--- src/rtl/pmod_dac_serializer.sv ---
// pmod_dac_serializer
//   N-channel serializer for DAC121S101-class SPI DACs. One shared SCLK/SYNC
//   pair drives NUM_CH DIN lines; each frame shifts one DATA_W-bit word per
//   channel, MSB first. A one-deep holding buffer with valid/ready decouples
//   the data source from frame timing.
//
// Ports
//   CLK_i, RST_i      clock, synchronous active-high reset
//   MODE_i            0 = continuous refresh, 1 = on-demand
//   DATA_i            channel c at [c*DATA_W +: DATA_W]
//   DATA_VALID_i      DATA_i valid; accepted when DATA_READY_o also high
//   DATA_READY_o      holding buffer empty
//   DAC_SCLK_o        serial clock (registered pin)
//   DAC_SYNC_o        frame sync, low while shifting (registered pin)
//   DAC_DIN_o         per-channel serial data (registered pins)
//   BUSY_o            high in LOAD/SHIFT/GAP
//   FRAME_DONE_o      one-cycle pulse on the first GAP cycle

// Per-channel datapath: holding word, last transmitted word, shift register.
module pmod_dac_lane #(
    parameter int DATA_W = 16
) (
    input  logic              clk,
    input  logic              rst,
    input  logic              accept,
    input  logic              load_new,
    input  logic              load_old,
    input  logic              shift_en,
    input  logic [DATA_W-1:0] data_i,
    output logic              msb_o
);
    logic [DATA_W-1:0] hold_q, hold_d;
    logic [DATA_W-1:0] last_q, last_d;
    logic [DATA_W-1:0] sh_q, sh_d;

    always_comb begin
        hold_d = hold_q;
        last_d = last_q;
        sh_d   = sh_q;
        if (accept) hold_d = data_i;
        if (load_new) begin
            sh_d   = hold_q;
            last_d = hold_q;
        end else if (load_old) begin
            sh_d = last_q;
        end else if (shift_en) begin
            sh_d = {sh_q[DATA_W-2:0], 1'b0};
        end
    end

    always_ff @(posedge clk) begin
        if (rst) begin
            hold_q <= '0;
            last_q <= '0;
            sh_q   <= '0;
        end else begin
            hold_q <= hold_d;
            last_q <= last_d;
            sh_q   <= sh_d;
        end
    end

    assign msb_o = sh_q[DATA_W-1];
endmodule

module pmod_dac_serializer #(
    parameter int NUM_CH      = 2,
    parameter int DATA_W      = 16,
    parameter int SCLK_HALF   = 5,
    parameter int SYNC_HI     = 4,
    parameter int SYNC_GAP    = 36,
    parameter int STARTUP_CYC = 8001
) (
    input  logic                     CLK_i,
    input  logic                     RST_i,
    input  logic                     MODE_i,
    input  logic [NUM_CH*DATA_W-1:0] DATA_i,
    input  logic                     DATA_VALID_i,
    output logic                     DATA_READY_o,
    output logic                     DAC_SCLK_o,
    output logic                     DAC_SYNC_o,
    output logic [NUM_CH-1:0]        DAC_DIN_o,
    output logic                     BUSY_o,
    output logic                     FRAME_DONE_o
);
    localparam int BIT_LEN = 2 * SCLK_HALF;
    localparam int M1      = (STARTUP_CYC > SYNC_GAP) ? STARTUP_CYC : SYNC_GAP;
    localparam int M2      = (SYNC_HI > BIT_LEN) ? SYNC_HI : BIT_LEN;
    localparam int MAXC    = (M1 > M2) ? M1 : M2;
    localparam int CW      = $clog2(MAXC);
    localparam int BW      = $clog2(DATA_W);

    typedef enum logic [2:0] {
        ST_STARTUP,
        ST_IDLE,
        ST_LOAD,
        ST_SHIFT,
        ST_GAP
    } state_t;

    state_t          state_q, state_d;
    logic [CW-1:0]   cnt_q, cnt_d;
    logic [BW-1:0]   bit_q, bit_d;
    logic            pending_q, pending_d;
    logic            sclk_q, sclk_d;
    logic            sync_q, sync_d;
    logic [NUM_CH-1:0] din_q, din_d;

    logic              accept, pend_any;
    logic              load_new, load_old, shift_en;
    logic [NUM_CH-1:0] lane_msb;

    assign accept   = DATA_VALID_i && !pending_q;
    // A word arriving on a decision cycle counts, so on-demand starts at once.
    assign pend_any = pending_q || accept;

    always_comb begin
        state_d  = state_q;
        cnt_d    = cnt_q;
        bit_d    = bit_q;
        load_new = 1'b0;
        load_old = 1'b0;
        shift_en = 1'b0;
        case (state_q)
            ST_STARTUP: begin
                if (cnt_q == CW'(STARTUP_CYC - 1)) begin
                    cnt_d   = '0;
                    state_d = (!MODE_i || pend_any) ? ST_LOAD : ST_IDLE;
                end else begin
                    cnt_d = cnt_q + CW'(1);
                end
            end
            ST_IDLE: begin
                if (pend_any) begin
                    cnt_d   = '0;
                    state_d = ST_LOAD;
                end
            end
            ST_LOAD: begin
                // Snapshot on the first LOAD cycle; empty buffer means resend.
                if (cnt_q == '0) begin
                    load_new = pending_q;
                    load_old = !pending_q;
                end
                if (cnt_q == CW'(SYNC_HI - 1)) begin
                    cnt_d   = '0;
                    bit_d   = BW'(DATA_W - 1);
                    state_d = ST_SHIFT;
                end else begin
                    cnt_d = cnt_q + CW'(1);
                end
            end
            ST_SHIFT: begin
                if (cnt_q == CW'(BIT_LEN - 1)) begin
                    cnt_d = '0;
                    // Last bit is not shifted out so DIN holds it through GAP.
                    if (bit_q == '0) begin
                        state_d = ST_GAP;
                    end else begin
                        bit_d    = bit_q - BW'(1);
                        shift_en = 1'b1;
                    end
                end else begin
                    cnt_d = cnt_q + CW'(1);
                end
            end
            ST_GAP: begin
                if (cnt_q == CW'(SYNC_GAP - 1)) begin
                    cnt_d   = '0;
                    state_d = (!MODE_i || pend_any) ? ST_LOAD : ST_IDLE;
                end else begin
                    cnt_d = cnt_q + CW'(1);
                end
            end
            default: state_d = ST_STARTUP;
        endcase
    end

    always_comb begin
        pending_d = pending_q;
        if (load_new) pending_d = 1'b0;
        if (accept)   pending_d = 1'b1;
    end

    // Pin values one cycle ahead of the IOB register.
    always_comb begin
        sclk_d = (state_q == ST_SHIFT) && (cnt_q < CW'(SCLK_HALF));
        sync_d = (state_q != ST_SHIFT);
        din_d  = (state_q == ST_SHIFT) ? lane_msb : din_q;
    end

    always_ff @(posedge CLK_i) begin
        if (RST_i) begin
            state_q   <= ST_STARTUP;
            cnt_q     <= '0;
            bit_q     <= '0;
            pending_q <= 1'b0;
            sclk_q    <= 1'b0;
            sync_q    <= 1'b1;
            din_q     <= '0;
        end else begin
            state_q   <= state_d;
            cnt_q     <= cnt_d;
            bit_q     <= bit_d;
            pending_q <= pending_d;
            sclk_q    <= sclk_d;
            sync_q    <= sync_d;
            din_q     <= din_d;
        end
    end

    for (genvar c = 0; c < NUM_CH; c++) begin : g_lane
        pmod_dac_lane #(.DATA_W(DATA_W)) u_lane (
            .clk      (CLK_i),
            .rst      (RST_i),
            .accept   (accept),
            .load_new (load_new),
            .load_old (load_old),
            .shift_en (shift_en),
            .data_i   (DATA_i[c*DATA_W +: DATA_W]),
            .msb_o    (lane_msb[c])
        );
    end

    assign DAC_SCLK_o   = sclk_q;
    assign DAC_SYNC_o   = sync_q;
    assign DAC_DIN_o    = din_q;
    assign DATA_READY_o = !pending_q;
    assign BUSY_o       = (state_q == ST_LOAD) || (state_q == ST_SHIFT) || (state_q == ST_GAP);
    assign FRAME_DONE_o = (state_q == ST_GAP) && (cnt_q == '0);
endmodule

--- config.mk ---
export PLATFORM = sky130hd
export DESIGN_NAME = pmod_dac_serializer
export DESIGN_NICKNAME = d
export VERILOG_FILES = /design/src/rtl/pmod_dac_serializer.sv
export SDC_FILE = /design/constraint.sdc
export NUM_CORES = 1
export LEC_CHECK = 0
export CORE_ASPECT_RATIO = 0.6
export CORE_MARGIN = 2
export CORE_UTILIZATION = 30
export CTS_CLUSTER_SIZE = 20
export DETAILED_ROUTE_END_ITERATION = 8
export MAX_ROUTING_LAYER = met4
export PLACE_DENSITY_LB_ADDON = 0.05
export SETUP_SLACK_MARGIN = 0.3
export SLEW_MARGIN = 20
export SYNTH_ARGS = -nofsm -noshare
export SYNTH_HDL_FRONTEND = slang
export SYNTH_SLANG_ARGS = --single-unit
--- constraint.sdc ---
create_clock -name CLK_i -period 2.1 [get_ports CLK_i]
set_input_delay 0.42 -clock CLK_i [delete_from_list [all_inputs] [get_ports CLK_i]]
set_output_delay 0.42 -clock CLK_i [all_outputs]
set_load 0.03 [all_outputs]
* Yosys cells after proc, flatten, opt, wreduce, memory -nomap -nowiden
Cells that the tools add are included.
Word-level totals: register bits after elaboration 121, input port bits 36, output and inout bits 7, word-level logic and storage cells 84
Cells by class: add/subtract/negate cells 2, magnitude comparators 1, equal/unequal tests 16, multiplexer cells 33, reductions and logical operators 19
Operator list (number):
- 2-to-1 mux 16 bit | 6
- 2-to-1 mux 13 bit | 5
- case mux 13 bit (5 select lines) | 1
- 2-to-1 mux 3 bit | 6
- case mux 3 bit (5 select lines) | 1
- != test 2 bit (second input constant) | 7
- adder 13 x 1 -> 13 bit (second input constant) | 1
- equality test 13 bit (second input constant) | 1
- equality test 13 x 2 -> 1 bit (second input constant) | 1
- equality test 13 x 4 -> 1 bit (second input constant) | 1
- equality test 13 x 6 -> 1 bit (second input constant) | 1
- logical NOT 13 bit | 1
- less-than comparator 13 x 3 -> 1 bit (second input constant) | 1
- 2-to-1 mux 4 bit | 3
- 2-to-1 mux 1 bit | 9
- case mux 4 bit (2 select lines) | 1
- equality test 3 x 2 -> 1 bit (second input constant) | 2
- AND reduction 6 bit | 1
- nonzero test 5 bit | 1
- logical NOT 4 bit | 1
- logical OR 1 bit | 4
- AND reduction 4 bit | 1
- nonzero test 2 bit | 2
- subtractor 4 x 1 -> 4 bit (second input constant) | 1
- 9 further kinds | 12

* Longest topological paths before layout
Gate-level depths: netlist (run 1).
depth in word-level cells 7, mapped depth 9, gate-level depth less buffers 8

* Modules after synthesis
From an unflattened synthesis (run 1), not the netlist that was laid out.
Unflattened totals: cell total of the unflattened synthesis 631, area total of the unflattened synthesis 5519.0 µm²
Modules (own cells, without submodules):
- pmod_dac_lane | times used 2, cells each 227, area an instance 2019.4 µm², sequential area each 960.9 µm²
- pmod_dac_serializer | times used 1, cells each 177, area an instance 1480.2 µm², sequential area each 500.5 µm²

* Worst setup path before layout (run 1)
No wires, ideal clock.
path type flip-flop to output port, start register cnt_q[6], end output port FRAME_DONE_o, arrival time 1753 ps, required time 1680 ps, path slack -73 ps, cell stages (with the launch flop) 4, path buffers 0, path through dfxtp_1 > nor4_2 > nand3_1 > nor3_1
Between the ends: word-level cells in the longest chain between the ends 2
RTL lines:
- start: declaration | RTL line 102 | logic [CW-1:0] cnt_q, cnt_d;
- start signal: assignment | RTL line 203 | cnt_q <= cnt_d;
- logical NOT 13 bit | RTL line 230 | assign FRAME_DONE_o = (state_q == ST_GAP) && (cnt_q == '0);
- logical AND 1 bit | RTL line 230
- end: declaration | RTL line 84 | output logic FRAME_DONE_o
Every way passes these cells.

* Final worst setup path (run 1)
start register cnt_q[0], end output port FRAME_DONE_o
The elaborated chain is that of the path after synthesis.

==> impl_metrics.toml, run 1 <==
[global_route]
grt-ovfl-total = 0
first_pass_grt_wire_length_um = 25100
antenna_violations_before_repair = 0
grt.total_usage_pct = 17.5
grt_start_max_net_pins = 114
first_global_vias = 4689

[worst_setup_path]
worst_setup_path_start_kind = "flop"
cp_data_required_time_ns = 1.68
r2r_start = "cnt_q[0]"
worst_r2r_endpoint = "g_lane[1].u_lane.sh_q[3]"
worstSetupEndpointType = "output pin"
chain_of_cells_forming_the_critical_path = "inv_2 > ha_1 > or3b_4 > buf_4 > nor3_4 > buf_6"
critical_path_cell_count = 6
worst-setup-path-type = "flop to output pin"
cp-startpoint = "cnt_q[0]"
critical_path.max_stage_delay_ns = 0.40
reg2reg_depth = 10
critical_path.slowest_cell = "or3b_4"
endpoint = "FRAME_DONE_o"
crit_family = "simple AND/OR/NAND/NOR gates"
path_max_fanout = 4
ff2ff_setup_slack_ns = -0.03
worstPathBufferInverterCount = 3
crit_arrival_ns = 1.74

[placement]
routabilityCongestion = 0.798
place.port_buffers = 42
detailed_place_hpwl_um = 9600
place_area_um2 = 6350

[logic_synthesis]
synth_cell_types = 50
ys_warn_count = 0
netlist.area_leader.share_pct = 45.1
async_flop_share_pct = 0
synth-edff-count = 0
dominantRegCellSynth = "dfxtp_1"
synth.avg_cell_area_um2 = 7.95
yosysTopAreaCell = "dfxtp_1"
number_of_standard_cells_after_synthesis = 675
synth-seq-area-share_pct = 45.1
post_synth_instance_area_um2 = 5370
synth_top_cells_by_count = "213 x nand2_1, 121 x dfxtp_1, 103 x a21oi_1"
mappedNetlistNets = 715
yosys.cell_count.top_type = "nand2_1"
seq_cells_post_synth = 121
synthTopCellsByArea = "dfxtp_1 45%, nand2_1 15%, a21oi_1 9.6%"

[outcome]
outcome = "finished with violations"
violations = "negative setup slack"

[floorplanning]
pin_count = 43
placement_rows = 37
fp.dieArea_um2 = 19000
fp.dieW_um = 177
dieHeight_um = 108
initial_cell_density_of_the_core_pct = 31.0
floorplan.core_area_um2 = 17300

[routing]
drt_pass_1_iters = 5
route.vias.total = 4908
drt-initial-drc-count = 357
antenna_violating_nets_post_route = 0
viasPerCell = 4.87
wl_per_cell_um = 15.5
detail_route.drc_violations = 0
finalWirelength_um = 15600

[timing]
finalClockSkew_ns = 0.0220
slew_viol_final = 0
layout_min_cycle_time_ns = 2.16
tightest_slew_ns = 0.653
hold_violations = 0
setup_violations = 47
fmax_mhz = 463
worst_slack_ns = -0.0618
setup_repair_after_global_routing_missed_its_margin = "yes"
fin_crit_sh_pct = 103
worst_slew_margin_rel_pct = 56.5

[cells_and_area]
final_core_util_pct = 44.2
diodes = 0
synthToLayoutAreaGrowth_pct = 42.8
layout.nets = 800
layout-drive-gt1-share_pct = 23.7
fillCellCount = 1740
finish.instance_area_um2 = 7660

[cts]
clock_tree.root_cell = "clkbuf_16"
tritoncts_clock_tree = "yes"
worst_setup_hold_path_clk_slew_ns = 0.06
insertion_delay_ns = 0.42
cts.path.max_buffers = 2
cts_buffers = 17
cts.htree.levels = 4
tritoncts_num_sinks = 121

[pwr]
powerDensity_nw_per_um2 = 736
total_power_w = 0.00564
max-vdd-ir-drop_v = 0.000527
p_leak_nw = 2.65

[flow_run]
maxCapViolations = 0

[min_path]
hold_path.class = "input port to flop"
==> repair_timing <==
action | in CTS | in global routing
setup buffers | 13 | 7
pin swaps | 19 | 18
cloned | 5 | 4
hold buffers | 0 | 0
endpoints found under the setup margin | 93 | 89
resized for setup | 64 | 33
==> sequential cells by signal, summed over array words and instances, names as in the netlist <==
register	count
g_lane.u_lane.hold_q	32
g_lane.u_lane.last_q	32
g_lane.u_lane.sh_q	32
cnt_q	13
bit_q	4
state_q	3
DAC_DIN_o	2
DAC_SCLK_o	1
DAC_SYNC_o	1
pending_q	1
==> cell type report <==
class                           count  area (um^2)  share of cell area, %
Timing Repair Buffer              114         1320                   17.2
Tap cell                          234          293                   3.82
Multi-Input combinational cell    497         2990                   39.0
Sequential cell                   121         2440                   31.8
Clock inverter                     14          146                   1.91
Inverter                            9         33.8                  0.441
Clock buffer                       18          439                   5.73
==> worst min-delay path, delay by kind of cell <==
kind | cells | cell delay (ns)
AO/OA/AOI/OAI | 1 | 0.15
buffers and inverters | 2 | 0.25
==> power by group <==
| part | switching, W | internal [W] |
|---|---|---|
| clock | 0.00112 | 0.00178 |
| sequential | 0.0000374 | 0.00234 |
| combinational | 0.000192 | 0.000174 |
==> logic make-up after synthesis <==
logic type,share of synthesized area [%]
DFF,45.1
xor gates and xnor gates,1.47
buffers and inverters,4.92
adders and majority gates,0.933
AOI/OAI and AO/OA,17.4
muxes,6.02
and+or+nand+nor,24.1
==> cells in the final DEF, fill, tap and decap left out, types with 6 or more instances in the layout <==
cell type / instances
nand3_1: 10
or3_1: 6
buf_12: 13
nand2_1: 194
dfxtp_1: 114
xor2_1: 6
buf_4: 41
nor3_1: 11
o211ai_1: 32
mux2i_1: 30
nand4_1: 7
a21oi_2: 7
clkbuf_16: 21
clkdlybuf4s50_1: 34
nand2_2: 14
a21oi_1: 96
buf_6: 10
inv_1: 7
nor2_1: 15
==> routing by layer <==
layer	wire [um]	global-route usage (%)	part of all wire [%]
met3	667	3.78	4.3
met4	81	4.49	0.52
met2	6130	23.0	39
met5	0	-	0
met1	8770	26.3	56
==> through the flow <==
| step | TNS (ns) | instances | worst slack [ns] | hold WS (ns) |
|---|---|---|---|---|
| finish | -0.682 | 1007 | -0.0618 | 0.451 |
| floorplan | 0 | 675 | 0.133 | 0.432 |
| global placement | -0.220 | 946 | -0.0631 | 0.441 |
| detailed placement | -0.774 | 946 | -0.143 | 0.447 |
| CTS | -0.609 | 996 | -0.0492 | 0.440 |
| global route | -5.74 | 1007 | -0.131 | 0.466 |
==> how the worst min path moves through the flow <==
stage,startpoint,to,slack (ns),cells after the start
final,RST_i,state_q[2],0.45,3
after CTS,RST_i,state_q[2],0.44,3
after detailed placement,g_lane[0].u_lane.sh_q[5],g_lane[0].u_lane.sh_q[5],0.45,2
after global placement,g_lane[1].u_lane.last_q[14],g_lane[1].u_lane.last_q[14],0.44,2
after floorplan,g_lane[0].u_lane.sh_q[15],DAC_DIN_o[0],0.43,2
after global routing,g_lane[1].u_lane.sh_q[12],g_lane[1].u_lane.sh_q[12],0.47,2
Power figures use the tool's default switching activity.
==> run 2: changes to the inputs <==
--- a/config.mk
+++ b/config.mk
@@ -5,6 +5,7 @@
 export SDC_FILE = /design/constraint.sdc
 export NUM_CORES = 1
 export LEC_CHECK = 0
+export CAP_MARGIN = 10
 export CORE_ASPECT_RATIO = 0.6
 export CORE_MARGIN = 2
 export CORE_UTILIZATION = 30
==> results of run 2 <==
Same layout as run 1: the final DEF is identical, and so are final timing and power.
==> run 3: changes to the inputs <==
==> constraint.sdc (replaced) <==
create_clock -name CLK_i -period 2.5 [get_ports CLK_i]
set_input_delay 0.5 -clock CLK_i [delete_from_list [all_inputs] [get_ports CLK_i]]
set_output_delay 0.5 -clock CLK_i [all_outputs]
set_load 0.03 [all_outputs]
==> impl_metrics.toml, run 3 (synthesis gave the netlist of run 1 again) <==
[pwr]
powerDensity_nw_per_um2 = 668
p_leak_nw = 2.40
max-vdd-ir-drop_v = 0.000419

[cells_and_area]
mostFrequentLayoutCells = "193 x nand2_1, 112 x dfxtp_1, 100 x a21oi_1"
layoutNonFillerInstCount = 977
multi_input_area_um2 = 2900
finish.instance_area_um2 = 7190
fillCellCount = 1746
layout-drive-gt1-share_pct = 18.3
layout.nets = 770
synthToLayoutAreaGrowth_pct = 34.1
regArea_um2 = 2440
layout_commonest_cell = "nand2_1"
biggestRegsByFlops = "g_lane.u_lane.hold_q x32, g_lane.u_lane.last_q x32, g_lane.u_lane.sh_q x32"
diodes = 0

[routing]
antenna_violating_nets_post_route = 0
wl_per_cell_um = 16.0
viasPerCell = 4.93
finalWirelength_um = 15700
detail_route.drc_violations = 0
route.vias.total = 4821
drt-initial-drc-count = 255
drt_pass_1_iters = 5

[floorplanning]
dieHeight_um = 108
fp.dieW_um = 177
placement_rows = 37
floorplan.core_area_um2 = 17300
initial_cell_density_of_the_core_pct = 31.0
pin_count = 43
fp.dieArea_um2 = 19000

[placement]
detailed_place_hpwl_um = 9060
post-place-cells = 929
place.port_buffers = 42
place_area_um2 = 6090
routabilityCongestion = 0.825

[worst_setup_path]
reg2reg_depth = 10
critical_path.slowest_cell = "or3_4"
ff2ff_setup_slack_ns = 0.26
worst_setup_path_start_kind = "flop"
worst_r2r_endpoint = "g_lane[1].u_lane.last_q[10]"
cp_data_required_time_ns = 2.77
r2r_start = "cnt_q[1]"
chain_of_cells_forming_the_critical_path = "inv_4 > ha_4 > or3b_4 > or3_4 > nor2_4 > buf_12 > nand2_8 > clkbuf_16 > nand2_1 > a21oi_1"
path_max_fanout = 8
critical_path.max_stage_delay_ns = 0.42
worstSetupEndpointType = "flop"
worst-setup-path-type = "flop to flop"
crit_arrival_ns = 2.50

[cts]
insertion_delay_ns = 0.42
cts.path.max_buffers = 2
tritoncts_clock_tree = "yes"
clock_tree.root_cell = "clkbuf_16"
worst_setup_hold_path_clk_slew_ns = 0.06
cts.htree.levels = 4
tritoncts_num_sinks = 121
cts_buffers = 17

[timing]
fin_crit_sh_pct = 89.4
totalNegativeSetupSlack_ns = 0
finalClockSkew_ns = 0.0110
fmax_mhz = 447
hold_violations = 0
tightest_slew_ns = 0.714
slew_viol_final = 0
setup_violations = 0
setup_repair_after_global_routing_missed_its_margin = "yes"
worst_slew_margin_rel_pct = 52.4
layout_min_cycle_time_ns = 2.24

[min_path]
timing.hold.worst_path_depth = 2
timing.hold.worst.start = "g_lane[1].u_lane.last_q[6]"
hold_path.class = "flop to flop"
hold-path-endpoint = "g_lane[1].u_lane.last_q[6]"

[global_route]
first_pass_grt_wire_length_um = 23600
grt.total_usage_pct = 16.4
grt_start_max_net_pins = 65
antenna_violations_before_repair = 0
grt-ovfl-total = 0
first_global_vias = 4389

[outcome]
outcome = "finished, final reports clean"

[flow_run]
maxCapViolations = 0
[run 3: cell types whose count changed in the layout (fill, tap and decap cells not counted), sizes merged]
cell,before,now
buf,70,39
clkdlybuf4s50,34,39
clkinv,5,9
dlygate4sd2,4,0
inv,13,10
bufinv,2,3
clkbuf,24,23
clkinvlp,3,2
[run 3: how the worst max path moves through the flow]
stage	to	slack, ns	cells past startpoint	start
2_1_floorplan	state_q[0]	0.39	7	cnt_q[0]
3_3_place_gp	cnt_q[10]	0.25	7	DATA_VALID_i
3_5_place_dp	cnt_q[10]	0.17	9	cnt_q[1]
4_1_cts	BUSY_o	0.25	4	state_q[0]
5_1_grt	g_lane[0].u_lane.last_q[11]	0.20	10	cnt_q[0]
6_report	g_lane[1].u_lane.last_q[10]	0.26	10	cnt_q[1]
[run 3: layout make-up]
cell class,instances,share of cell area [%]
multi-input combinational,497,40.4
sequential,121,33.9
timing repair buffer,84,12.8
clock buffer,17,5.91
tap,234,4.07
clock inverter,15,2.47
inverter,9,0.504
[run 3: power breakdown]
group          switching (W)  total, W  internal (W)
clock               0.000957   0.00253       0.00157
combinational       0.000156  0.000286      0.000130
sequential         0.0000313   0.00200       0.00196
[run 3: through the flow]
| step | hold WS [ns] | total power [W] | setup WS (ns) | utilization (%) |
|---|---|---|---|---|
| 2_1_floorplan | 0.432 | 0.00218 | 0.390 | - |
| 3_3_place_gp | 0.441 | 0.00230 | 0.253 | 35.2 |
| 3_5_place_dp | 0.446 | 0.00231 | 0.173 | 35.2 |
| 4_1_cts | 0.452 | 0.00483 | 0.250 | 39.0 |
| 5_1_grt | 0.458 | 0.00497 | 0.198 | 41.6 |
| 6_report | 0.454 | 0.00481 | 0.264 | 41.6 |
[run 3: per-layer routing]
| metal | GRT usage, % | vias to the layer above | wire (um) |
|---|---|---|---|
| met2 | 20.8 | 105 | 5990 |
| met4 | 5.14 | 0 | 161 |
| met5 | - | - | 0 |
| li1 | - | 2433 | - |
| met3 | 3.39 | 15 | 700 |
| met1 | 25.2 | 2268 | 8830 |
[run 3: critical path: cells and delay by family (launching register included)]
| family | cells | cell delay, ns |
|---|---|---|
| buf+inv | 3 | 0.44 |
| fa+ha+maj | 1 | 0.12 |
| compound gates | 1 | 0.06 |
| flops | 1 | 0.37 |
| simple gates | 5 | 1.11 |
[run 3: timing repair]
| action | CTS | global route |
|---|---|---|
| pin swaps | 4 | 22 |
| buffers inserted | 1 | 7 |
| hold buffers | 0 | 0 |
| setup endpoints to repair | 63 | 82 |
| resized for setup | 17 | 59 |
| gates cloned | 0 | 8 |
